### src/rtl/writeback_pkg.sv
`default_nettype none
// ============================================================================
// Module  : writeback_pkg
// Brief   : Shared encodings, state type and sizes for the writeback stage.
// Revision: 1.0 - initial release
// ============================================================================
package writeback_pkg;

    localparam logic [1:0] LOAD_WORD = 2'b00;
    localparam logic [1:0] LOAD_HALF = 2'b01;
    localparam logic [1:0] LOAD_BYTE = 2'b10;

    localparam logic [4:0] REG_ZERO = 5'd0;

    // Wide enough for any MEM_TIMEOUT in 1..255
    localparam int CNT_W = 8;

    typedef enum logic [0:0] {
        IDLE     = 1'b0,
        WAIT_MEM = 1'b1
    } wb_state_t;

endpackage
`default_nettype wire

### src/rtl/load_extend.sv
`default_nettype none
// ============================================================================
// Module  : load_extend
// Brief   : Sub-word load extraction, sign/zero extension and misalign check.
// Revision: 1.0 - initial release
// ============================================================================
module load_extend
    import writeback_pkg::*;
(
    input  logic [31:0] word,
    input  logic [1:0]  offset,
    input  logic [1:0]  size,
    input  logic        zero_ext,
    output logic [31:0] data,
    output logic        misalign
);

    logic [7:0]  byte_val;
    logic [15:0] half_val;

    always_comb begin
        case (offset)
            2'd0:    byte_val = word[7:0];
            2'd1:    byte_val = word[15:8];
            2'd2:    byte_val = word[23:16];
            default: byte_val = word[31:24];
        endcase
        half_val = offset[1] ? word[31:16] : word[15:0];
    end

    // Reserved size encoding falls through to the word path
    always_comb begin
        data     = word;
        misalign = 1'b0;
        case (size)
            LOAD_HALF: begin
                data     = zero_ext ? {16'h0000, half_val}
                                    : {{16{half_val[15]}}, half_val};
                misalign = offset[0];
            end
            LOAD_BYTE: begin
                data     = zero_ext ? {24'h000000, byte_val}
                                    : {{24{byte_val[7]}}, byte_val};
                misalign = 1'b0;
            end
            default: begin
                data     = word;
                misalign = (offset != 2'b00);
            end
        endcase
    end

endmodule
`default_nettype wire

### src/rtl/writeback_stage.sv
`default_nettype none
// ============================================================================
// Module  : writeback_stage
// Brief   : Final pipeline stage; selects ALU/load data, waits on slow memory
//           with timeout and writes the register file. Optional forwarding
//           outputs are enabled by defining WRITEBACK_BYPASS_EN.
// Revision: 1.0 - initial release
// ============================================================================
module writeback_stage
    import writeback_pkg::*;
#(
    parameter int MEM_TIMEOUT = 15
) (
    input  logic        clk_i,
    input  logic        rst_i,
    input  logic        valid_i,
    input  logic [31:0] alu_result_i,
    input  logic [31:0] mem_data_i,
    input  logic        mem_ready_i,
    input  logic        mem_read_ctrl_i,
    input  logic        mem_to_reg_ctrl_i,
    input  logic        reg_write_ctrl_i,
    input  logic [4:0]  write_reg_addr_i,
    input  logic [1:0]  load_size_ctrl_i,
    input  logic        load_unsigned_ctrl_i,
    output logic        stall_o,
    output logic        reg_write_en_o,
    output logic [4:0]  reg_write_addr_o,
    output logic [31:0] reg_write_data_o,
    output logic        misalign_o,
    output logic        timeout_o
`ifdef WRITEBACK_BYPASS_EN
    ,
    output logic        fwd_valid_o,
    output logic [4:0]  fwd_addr_o,
    output logic [31:0] fwd_data_o
`endif
);

    localparam logic [CNT_W-1:0] TIMEOUT_LAST = CNT_W'(MEM_TIMEOUT - 1);

    wb_state_t        state, state_next;
    logic [CNT_W-1:0] cnt, cnt_next;
    logic             capture, commit, expire;

    logic [31:0] lat_alu;
    logic        lat_mem_to_reg;
    logic        lat_reg_write;
    logic [4:0]  lat_addr;
    logic [1:0]  lat_size;
    logic        lat_zero_ext;

    logic        in_wait;
    logic [31:0] sel_alu;
    logic        sel_mem_to_reg;
    logic        sel_reg_write;
    logic [4:0]  sel_addr;
    logic [1:0]  sel_size;
    logic        sel_zero_ext;

    logic [31:0] ext_data;
    logic        ext_misalign;
    logic        bad_align;
    logic [31:0] wr_data;

    always_ff @(posedge clk_i or posedge rst_i) begin
        if (rst_i) begin
            state <= IDLE;
            cnt   <= '0;
        end else begin
            state <= state_next;
            cnt   <= cnt_next;
        end
    end

    always_comb begin
        state_next = state;
        cnt_next   = cnt;
        capture    = 1'b0;
        commit     = 1'b0;
        expire     = 1'b0;
        stall_o    = 1'b0;
        case (state)
            IDLE: begin
                if (valid_i) begin
                    if (mem_read_ctrl_i && !mem_ready_i) begin
                        capture    = 1'b1;
                        stall_o    = 1'b1;
                        state_next = WAIT_MEM;
                        cnt_next   = '0;
                    end else begin
                        commit = 1'b1;
                    end
                end
            end
            WAIT_MEM: begin
                stall_o = 1'b1;
                if (mem_ready_i) begin
                    commit     = 1'b1;
                    state_next = IDLE;
                end else if (cnt == TIMEOUT_LAST) begin
                    expire     = 1'b1;
                    state_next = IDLE;
                end else begin
                    cnt_next = cnt + 1'b1;
                end
            end
            default: state_next = IDLE;
        endcase
    end

    always_ff @(posedge clk_i or posedge rst_i) begin
        if (rst_i) begin
            lat_alu        <= '0;
            lat_mem_to_reg <= 1'b0;
            lat_reg_write  <= 1'b0;
            lat_addr       <= '0;
            lat_size       <= '0;
            lat_zero_ext   <= 1'b0;
        end else if (capture) begin
            lat_alu        <= alu_result_i;
            lat_mem_to_reg <= mem_to_reg_ctrl_i;
            lat_reg_write  <= reg_write_ctrl_i;
            lat_addr       <= write_reg_addr_i;
            lat_size       <= load_size_ctrl_i;
            lat_zero_ext   <= load_unsigned_ctrl_i;
        end
    end

    // While waiting, the latched instruction is committed with live read data
    assign in_wait        = (state == WAIT_MEM);
    assign sel_alu        = in_wait ? lat_alu        : alu_result_i;
    assign sel_mem_to_reg = in_wait ? lat_mem_to_reg : mem_to_reg_ctrl_i;
    assign sel_reg_write  = in_wait ? lat_reg_write  : reg_write_ctrl_i;
    assign sel_addr       = in_wait ? lat_addr       : write_reg_addr_i;
    assign sel_size       = in_wait ? lat_size       : load_size_ctrl_i;
    assign sel_zero_ext   = in_wait ? lat_zero_ext   : load_unsigned_ctrl_i;

    load_extend u_load_extend (
        .word     (mem_data_i),
        .offset   (sel_alu[1:0]),
        .size     (sel_size),
        .zero_ext (sel_zero_ext),
        .data     (ext_data),
        .misalign (ext_misalign)
    );

    assign bad_align = sel_mem_to_reg && ext_misalign;
    assign wr_data   = sel_mem_to_reg ? ext_data : sel_alu;

    always_ff @(posedge clk_i or posedge rst_i) begin
        if (rst_i) begin
            reg_write_en_o   <= 1'b0;
            reg_write_addr_o <= '0;
            reg_write_data_o <= '0;
            misalign_o       <= 1'b0;
            timeout_o        <= 1'b0;
        end else begin
            reg_write_en_o <= commit && sel_reg_write
                              && (sel_addr != REG_ZERO) && !bad_align;
            misalign_o     <= commit && bad_align;
            if (commit) begin
                reg_write_addr_o <= sel_addr;
                reg_write_data_o <= wr_data;
            end
            if (expire) begin
                timeout_o <= 1'b1;
            end
        end
    end

`ifdef WRITEBACK_BYPASS_EN
    assign fwd_valid_o = reg_write_en_o;
    assign fwd_addr_o  = reg_write_addr_o;
    assign fwd_data_o  = reg_write_data_o;
`endif

endmodule
`default_nettype wire

### config.mk
export PLATFORM = sky130hd
export DESIGN_NAME = writeback_stage
export DESIGN_NICKNAME = d
export VERILOG_FILES = /design/src/rtl/writeback_pkg.sv /design/src/rtl/load_extend.sv /design/src/rtl/writeback_stage.sv
export SDC_FILE = /design/constraint.sdc
export NUM_CORES = 1
export LEC_CHECK = 0
export CORE_MARGIN = 2
export CORE_UTILIZATION = 40
export DETAILED_ROUTE_END_ITERATION = 12
export PLACE_DENSITY = 0.63
export SLEW_MARGIN = 30
export SYNTH_ARGS = -nofsm -noshare
export SYNTH_HDL_FRONTEND = slang
export SYNTH_SLANG_ARGS = --single-unit
export TNS_END_PERCENT = 20
### constraint.sdc
create_clock -name clk_i -period 7.9 [get_ports clk_i]
set_input_delay 0.79 -clock clk_i [delete_from_list [all_inputs] [get_ports clk_i]]
set_output_delay 0.79 -clock clk_i [all_outputs]
set_load 0.05 [all_outputs]
==> results of run 1 <==
[worst reg2reg max path: cells and delay by family, from the launching register on]
family                 cells  cell delay [ps]
AO/OA/AOI/OAI              3              930
buffers and inverters      2              840
flip-flops                 1              610
multiplexers               2              650
[through the flow]
stage | utilization, % | worst slack (ps) | instance area (µm²) | total power [mW] | hold slack, ps
floorplan | - | 4750 | 4890 | 1.00 | 440
global placement | 51.7 | 4550 | 6180 | 1.21 | 453
detailed placement | 51.8 | 4430 | 6190 | 1.22 | 460
CTS | 54.3 | 4370 | 6490 | 1.66 | 475
global route | 54.3 | 4240 | 6500 | 1.74 | 496
finish | 54.3 | 4380 | 6500 | 1.65 | 468
[power by group through the flow]
stage                     logic [mW]  clock network [mW]  registers [mW]
after floorplan                0.224                   0           0.779
after detailed placement       0.589                   0           0.632
after CTS                      0.590               0.448           0.624
final                          0.587               0.439           0.624
after global placement         0.580                   0           0.628
after global routing           0.632               0.467           0.636
[cells in the final DEF, fill, tap and decap left out, types with 3 or more instances in the layout]
| cell | n |
|---|---|
| a22o_1 | 5 |
| clkdlybuf4s50_1 | 119 |
| a21boi_0 | 7 |
| dfrtp_1 | 90 |
| clkbuf_16 | 9 |
| o21ai_0 | 33 |
| xnor2_1 | 3 |
| nand3_1 | 4 |
| buf_4 | 6 |
| nor2b_1 | 5 |
| nand2_1 | 161 |
| ha_1 | 4 |
| mux2i_1 | 42 |
| xor2_1 | 3 |
| nand3b_1 | 9 |
| a21oi_1 | 66 |
| mux2_2 | 12 |
| clkinvlp_4 | 3 |
| o41ai_1 | 3 |
| inv_1 | 7 |
| a211oi_1 | 7 |
| o221ai_1 | 6 |
| nor2_1 | 12 |
[cells by family (layout without fill, tap and decap cells)]
group	Yosys count	count (layout)	share of synthesized area (%)
xor+xnor	6	6	1.07
simple gates	203	203	17.3
fa+ha+maj	4	4	1.02
mux	56	56	12.0
flops	91	91	46.5
buf+inv	44	149	3.81
compound gates	147	147	18.3
[final timing paths]
| check | slack (ps) | cells after the start | from | end |
|---|---|---|---|---|
| worst max register to register | 4720 | 7 | in_wait | reg_write_data_o[28] |
| worst min register to register | 470 | 2 | timeout_o | timeout_o |
| worst min-delay path | 470 | 2 | timeout_o | timeout_o |
| max in group asynchronous | 5890 | 3 | rst_i | in_wait |
| min in group asynchronous | 880 | 2 | rst_i | timeout_o |
| worst max-delay path | 4380 | 4 | in_wait | stall_o |
[metal layers]
metal | global-route usage [%] | vias to the layer above
li1 | - | 2119
met1 | 28.9 | 2080
met2 | 34.9 | 113
met3 | 3.81 | 26
met4 | 8.62 | 0
met5 | 0 | -
[final cells by class]
type                    count  area share [%]
repair buffers            125            19.0
well taps                 147            2.83
clock buffers              11            3.74
multi-input cells         416            37.9
flip-flops and latches     91            35.1
clock inverters             5           0.943
inverters                   8           0.481
==> flow_metrics.env, run 1 <==
export IMPL_run_status="completed"
export IMPL_worstMarginPinSlew_ps=711
export IMPL_synthTopCellsByArea="dfrtp_1 (47%), nand2_1 (12%), mux2i_1 (8.8%)"
export IMPL_clock_power_share_pct=26.6
export IMPL_met3WireLength_um=813
export IMPL_slowest_delay_ps=800
export IMPL_routed_via_density=5.40
export IMPL_place_detailed_hpwl_mm=9.95
export IMPL_relSlewSlack_pct=52.5
export IMPL_cts_hold_fix_buffers=0
export IMPL_rsz0062_at_grt="no"
export IMPL_final_cells=803
export IMPL_ir_drop_mv=0.110
export IMPL_synth_edf_count=0
export IMPL_die_h_um=115
export IMPL_register_area_um2=2280
export IMPL_swShare_pct=37.4
export IMPL_switchingPower_mw=0.617
export IMPL_yosysWarnings=0
export IMPL_synthFlopType="dfrtp_1"
export IMPL_synth_top_area_share_pct=46.5
export IMPL_grt_ovfl_total=0
export IMPL_path_buf_inv=3
export IMPL_path_cells="buf_4 -> inv_1 -> nand2_1 -> clkdlybuf4s50_1"
export IMPL_port_buffers=119
export IMPL_antenna_found_initial=0
export IMPL_die_w_um=115
export IMPL_crit_type="flip-flop to output port"
export IMPL_clock_path_buffers=2
export IMPL_ys_ff_latch=91
export IMPL_grt_pass1_vias=4264
export IMPL_drt_iter0_markers=256
export IMPL_grt_first_pass_wirelength_mm=22.1
export IMPL_p_per_area_nw_per_um2=254
export IMPL_gr_usage_all_layers_pct=21.6
export IMPL_yosys_area_top_type="dfrtp_1"
export IMPL_highest_layer="met4"
export IMPL_die_area_um2=13100
export IMPL_clock_root_buffer="clkbuf_16"
export IMPL_arrival_ps=2730
export IMPL_period_share_pct=44.6
export IMPL_cts_buffers=9
export IMPL_fillers=1123
export IMPL_critPathMaxFanout=42
export IMPL_clkSlewWorstSetupHoldPaths_ps=60
export IMPL_insertion_delay_ps=340
export IMPL_seq_area_frac_synth_pct=46.5
export IMPL_detail_route_wl_per_cell_um=17.3
export IMPL_finalHoldViolCount=0
export IMPL_fmax_mhz=284
export IMPL_synth_distinct_cells=48
export IMPL_antennaDiodeCount=0
export IMPL_core_area_um2=12000
export IMPL_cp_slowest_cell="clkdlybuf4s50_1"
export IMPL_multi_input_area_um2=2460
export IMPL_p_leak_nw=2.83
export IMPL_syn_num_nets=634
export IMPL_wl_mm=13.9
export IMPL_post_cts_resized=0
export IMPL_cap_viol_max_count=0
export IMPL_setup_tns_ps=0
export IMPL_period_needed_ps=3520
export IMPL_async_flop_share_pct=100
export IMPL_crit_path_end_kind="output port"
export IMPL_drive_gt1_share_pct=6.25
export IMPL_final_antenna_net_count=0
export IMPL_required_ps=7110
export IMPL_clock_sinks=91
export IMPL_syn_area_per_cell_um2=8.88
export IMPL_met1_length_mm=6.05
export IMPL_area_growth_pct=32.8
export IMPL_drc=0
export IMPL_yosysMostFrequentCell="nand2_1"
export IMPL_grt_max_degree=70
export IMPL_synth_area_um2=4890
export IMPL_via_count=4338
export IMPL_setup_viol=0
export IMPL_cp_start_kind="flip-flop"
export IMPL_intPower_mw=1.03
export IMPL_seq_power_share_pct=37.8
export IMPL_netlist_instances=551
export IMPL_post_place_cells=787
export IMPL_dr_wl_met2_mm=6.72
export IMPL_firstDrtPassIters=4
export IMPL_skew_ps=4.85
export IMPL_synthTopCellsByCount="nand2_1 (161), dfrtp_1 (91), a21oi_1 (66)"
export IMPL_combPwrFrac_pct=35.6
export IMPL_htreeDepth=3
export IMPL_place_gp_congestion=0.860
export IMPL_hold_path_class="flip-flop to flip-flop"
export IMPL_fin_nets=734
export IMPL_core_rowCount=40
export IMPL_cts_tree="done"
export IMPL_ioPinCount=120
export IMPL_maxSlewViolCount=0
export IMPL_top_regs="lat_alu: 32 flops, reg_write_data_o: 32 flops, cnt: 8 flops"
export IMPL_initial_core_util_pct=40.9
export IMPL_post_cts_repair_setup_buffers=0
export IMPL_cp_top_family="buffers and inverters"
(Power assumes the default switching activity.)
==> run 2, diff against run 1 <==
Settings changed: PLACE_DENSITY 0.63 to 0.65.
Clock period 7.9 ns to 2.9 ns, I/O delays scaled along.
==> flow_metrics.env, run 2 (same netlist as run 1, synthesis figures left out) <==
export IMPL_fin_nets=741
export IMPL_drive_gt1_share_pct=7.39
export IMPL_grt_pass1_vias=4361
export IMPL_gr_usage_all_layers_pct=22.4
export IMPL_rr_startpoint="in_wait"
export IMPL_critPathMaxFanout=12
export IMPL_finalHoldViolCount=0
export IMPL_port_buffers=119
export IMPL_cts_buffers=9
export IMPL_die_area_um2=13100
export IMPL_core_rowCount=40
export IMPL_post_cts_resized=0
export IMPL_cap_viol_max_count=0
export IMPL_setup_tns_ps=0
export IMPL_final_common_cell="nand2_1"
export IMPL_crit_path_end_kind="flip-flop"
export IMPL_grt_ovfl_total=0
export IMPL_antennaDiodeCount=0
export IMPL_final_antenna_net_count=0
export IMPL_die_w_um=115
export IMPL_final_cells=810
export IMPL_fmax_mhz=400
export IMPL_drc=0
export IMPL_wl_mm=14.3
export IMPL_die_h_um=115
export IMPL_hold_path_class="primary input to asynchronous set/reset pin"
export IMPL_antenna_found_initial=0
export IMPL_clkSlewWorstSetupHoldPaths_ps=70
export IMPL_p_leak_nw=2.90
export IMPL_worstMarginPinSlew_ps=574
export IMPL_fillers=1105
export IMPL_routed_via_density=5.44
export IMPL_initial_core_util_pct=40.9
export IMPL_clock_root_buffer="clkbuf_16"
export IMPL_area_growth_pct=35.3
export IMPL_skew_ps=6.04
export IMPL_place_gp_congestion=0.934
export IMPL_setup_viol=0
export IMPL_place_detailed_hpwl_mm=10.3
export IMPL_relSlewSlack_pct=61.7
export IMPL_core_area_um2=12000
export IMPL_post_place_cells=794
export IMPL_via_count=4410
export IMPL_required_ps=3130
export IMPL_worstSetupStartpoint="in_wait"
export IMPL_period_needed_ps=2500
export IMPL_arrival_ps=2730
export IMPL_rsz0062_at_grt="no"
export IMPL_insertion_delay_ps=340
export IMPL_cp_start_kind="flip-flop"
export IMPL_top_regs="lat_alu: 32 flops, reg_write_data_o: 32 flops, cnt: 8 flops"
export IMPL_cts_hold_fix_buffers=0
export IMPL_ir_drop_mv=0.384
export IMPL_drt_iter0_markers=306
export IMPL_p_per_area_nw_per_um2=709
export IMPL_period_share_pct=86.1
export IMPL_post_cts_repair_setup_buffers=0
export IMPL_clock_sinks=91
export IMPL_run_status="completed"
export IMPL_maxSlewViolCount=0
export IMPL_cts_tree="done"
export IMPL_crit_type="flip-flop to flip-flop"
export IMPL_htreeDepth=3
export IMPL_ioPinCount=120
export IMPL_firstDrtPassIters=5
export IMPL_clock_path_buffers=2
export IMPL_grt_first_pass_wirelength_mm=22.7
export IMPL_detail_route_wl_per_cell_um=17.6
export IMPL_final_cell_mix="nand2_1 (161), clkdlybuf4s50_1 (119), dfrtp_1 (90)"
export IMPL_grt_max_degree=62
export IMPL_hold_ws_ps=313
[run 2: cell types whose count changed in the layout (fill, tap and decap cells not counted), sizes merged]
cell,before,now
bufinv,1,3
clkinvlp,3,1
buf,6,13
inv,8,9
clkinv,1,2
clkbuf,11,9
[run 2: final cells by class]
class | instances | area [µm²] | share of cell area (%)
clock buffers | 9 | 225 | 3.40
clock inverters | 7 | 124 | 1.87
inverters | 8 | 31.3 | 0.473
multi-input cells | 416 | 2460 | 37.2
flip-flops and latches | 91 | 2280 | 34.4
well taps | 147 | 184 | 2.78
repair buffers | 132 | 1310 | 19.8
[run 2: final timing paths]
path,slack (ps),depth (start not counted),endpoint
setup / recovery,400,8,reg_write_data_o[5]
hold / removal,310,2,cnt[4]
setup reg to reg,400,8,reg_write_data_o[5]
hold reg to reg,470,2,timeout_o
max in group asynchronous,1870,3,reg_write_data_o[15]
min in group clk_i,470,2,timeout_o
[run 2: layer usage]
layer | vias up | share of wire, % | wire length, µm | global-route usage [%]
li1 | 2135 | - | - | -
met1 | 2095 | 43 | 6090 | 29.8
met2 | 150 | 49 | 6940 | 36.5
met3 | 30 | 5.3 | 757 | 2.75
met4 | 0 | 3.3 | 476 | 10.3
met5 | - | 0 | 0 | 0
[run 2: metrics by stage]
step / total power [mW] / utilization (%) / instance area, µm² / worst slack [ps]
5_1_grt: 4.93 / 55.3 / 6620 / 231
3_5_place_dp: 3.35 / 52.4 / 6270 / 344
6_report: 4.70 / 55.3 / 6620 / 402
2_1_floorplan: 2.73 / - / 4900 / 62.3
3_3_place_gp: 3.32 / 52.4 / 6270 / 404
4_1_cts: 4.72 / 55.3 / 6620 / 377
[run 2: where the power goes]
part           switching (mW)  total, mW  leakage, nW  internal [mW]
Clock                   0.515       1.36        0.167          0.850
Sequential              0.174       1.70         1.14           1.53
Combinational            1.02       1.63         1.60          0.616
Total                    1.70       4.70         2.90           2.99
[run 2: worst max-delay path, stage by stage (launching register included)]
cell	delay, ps
dfrtp_2	550
mux2i_1	290
inv_1	70
ha_1	310
buf_4	180
nor2_1	370
mux2i_1	270
o221ai_1	140
a22o_1	210
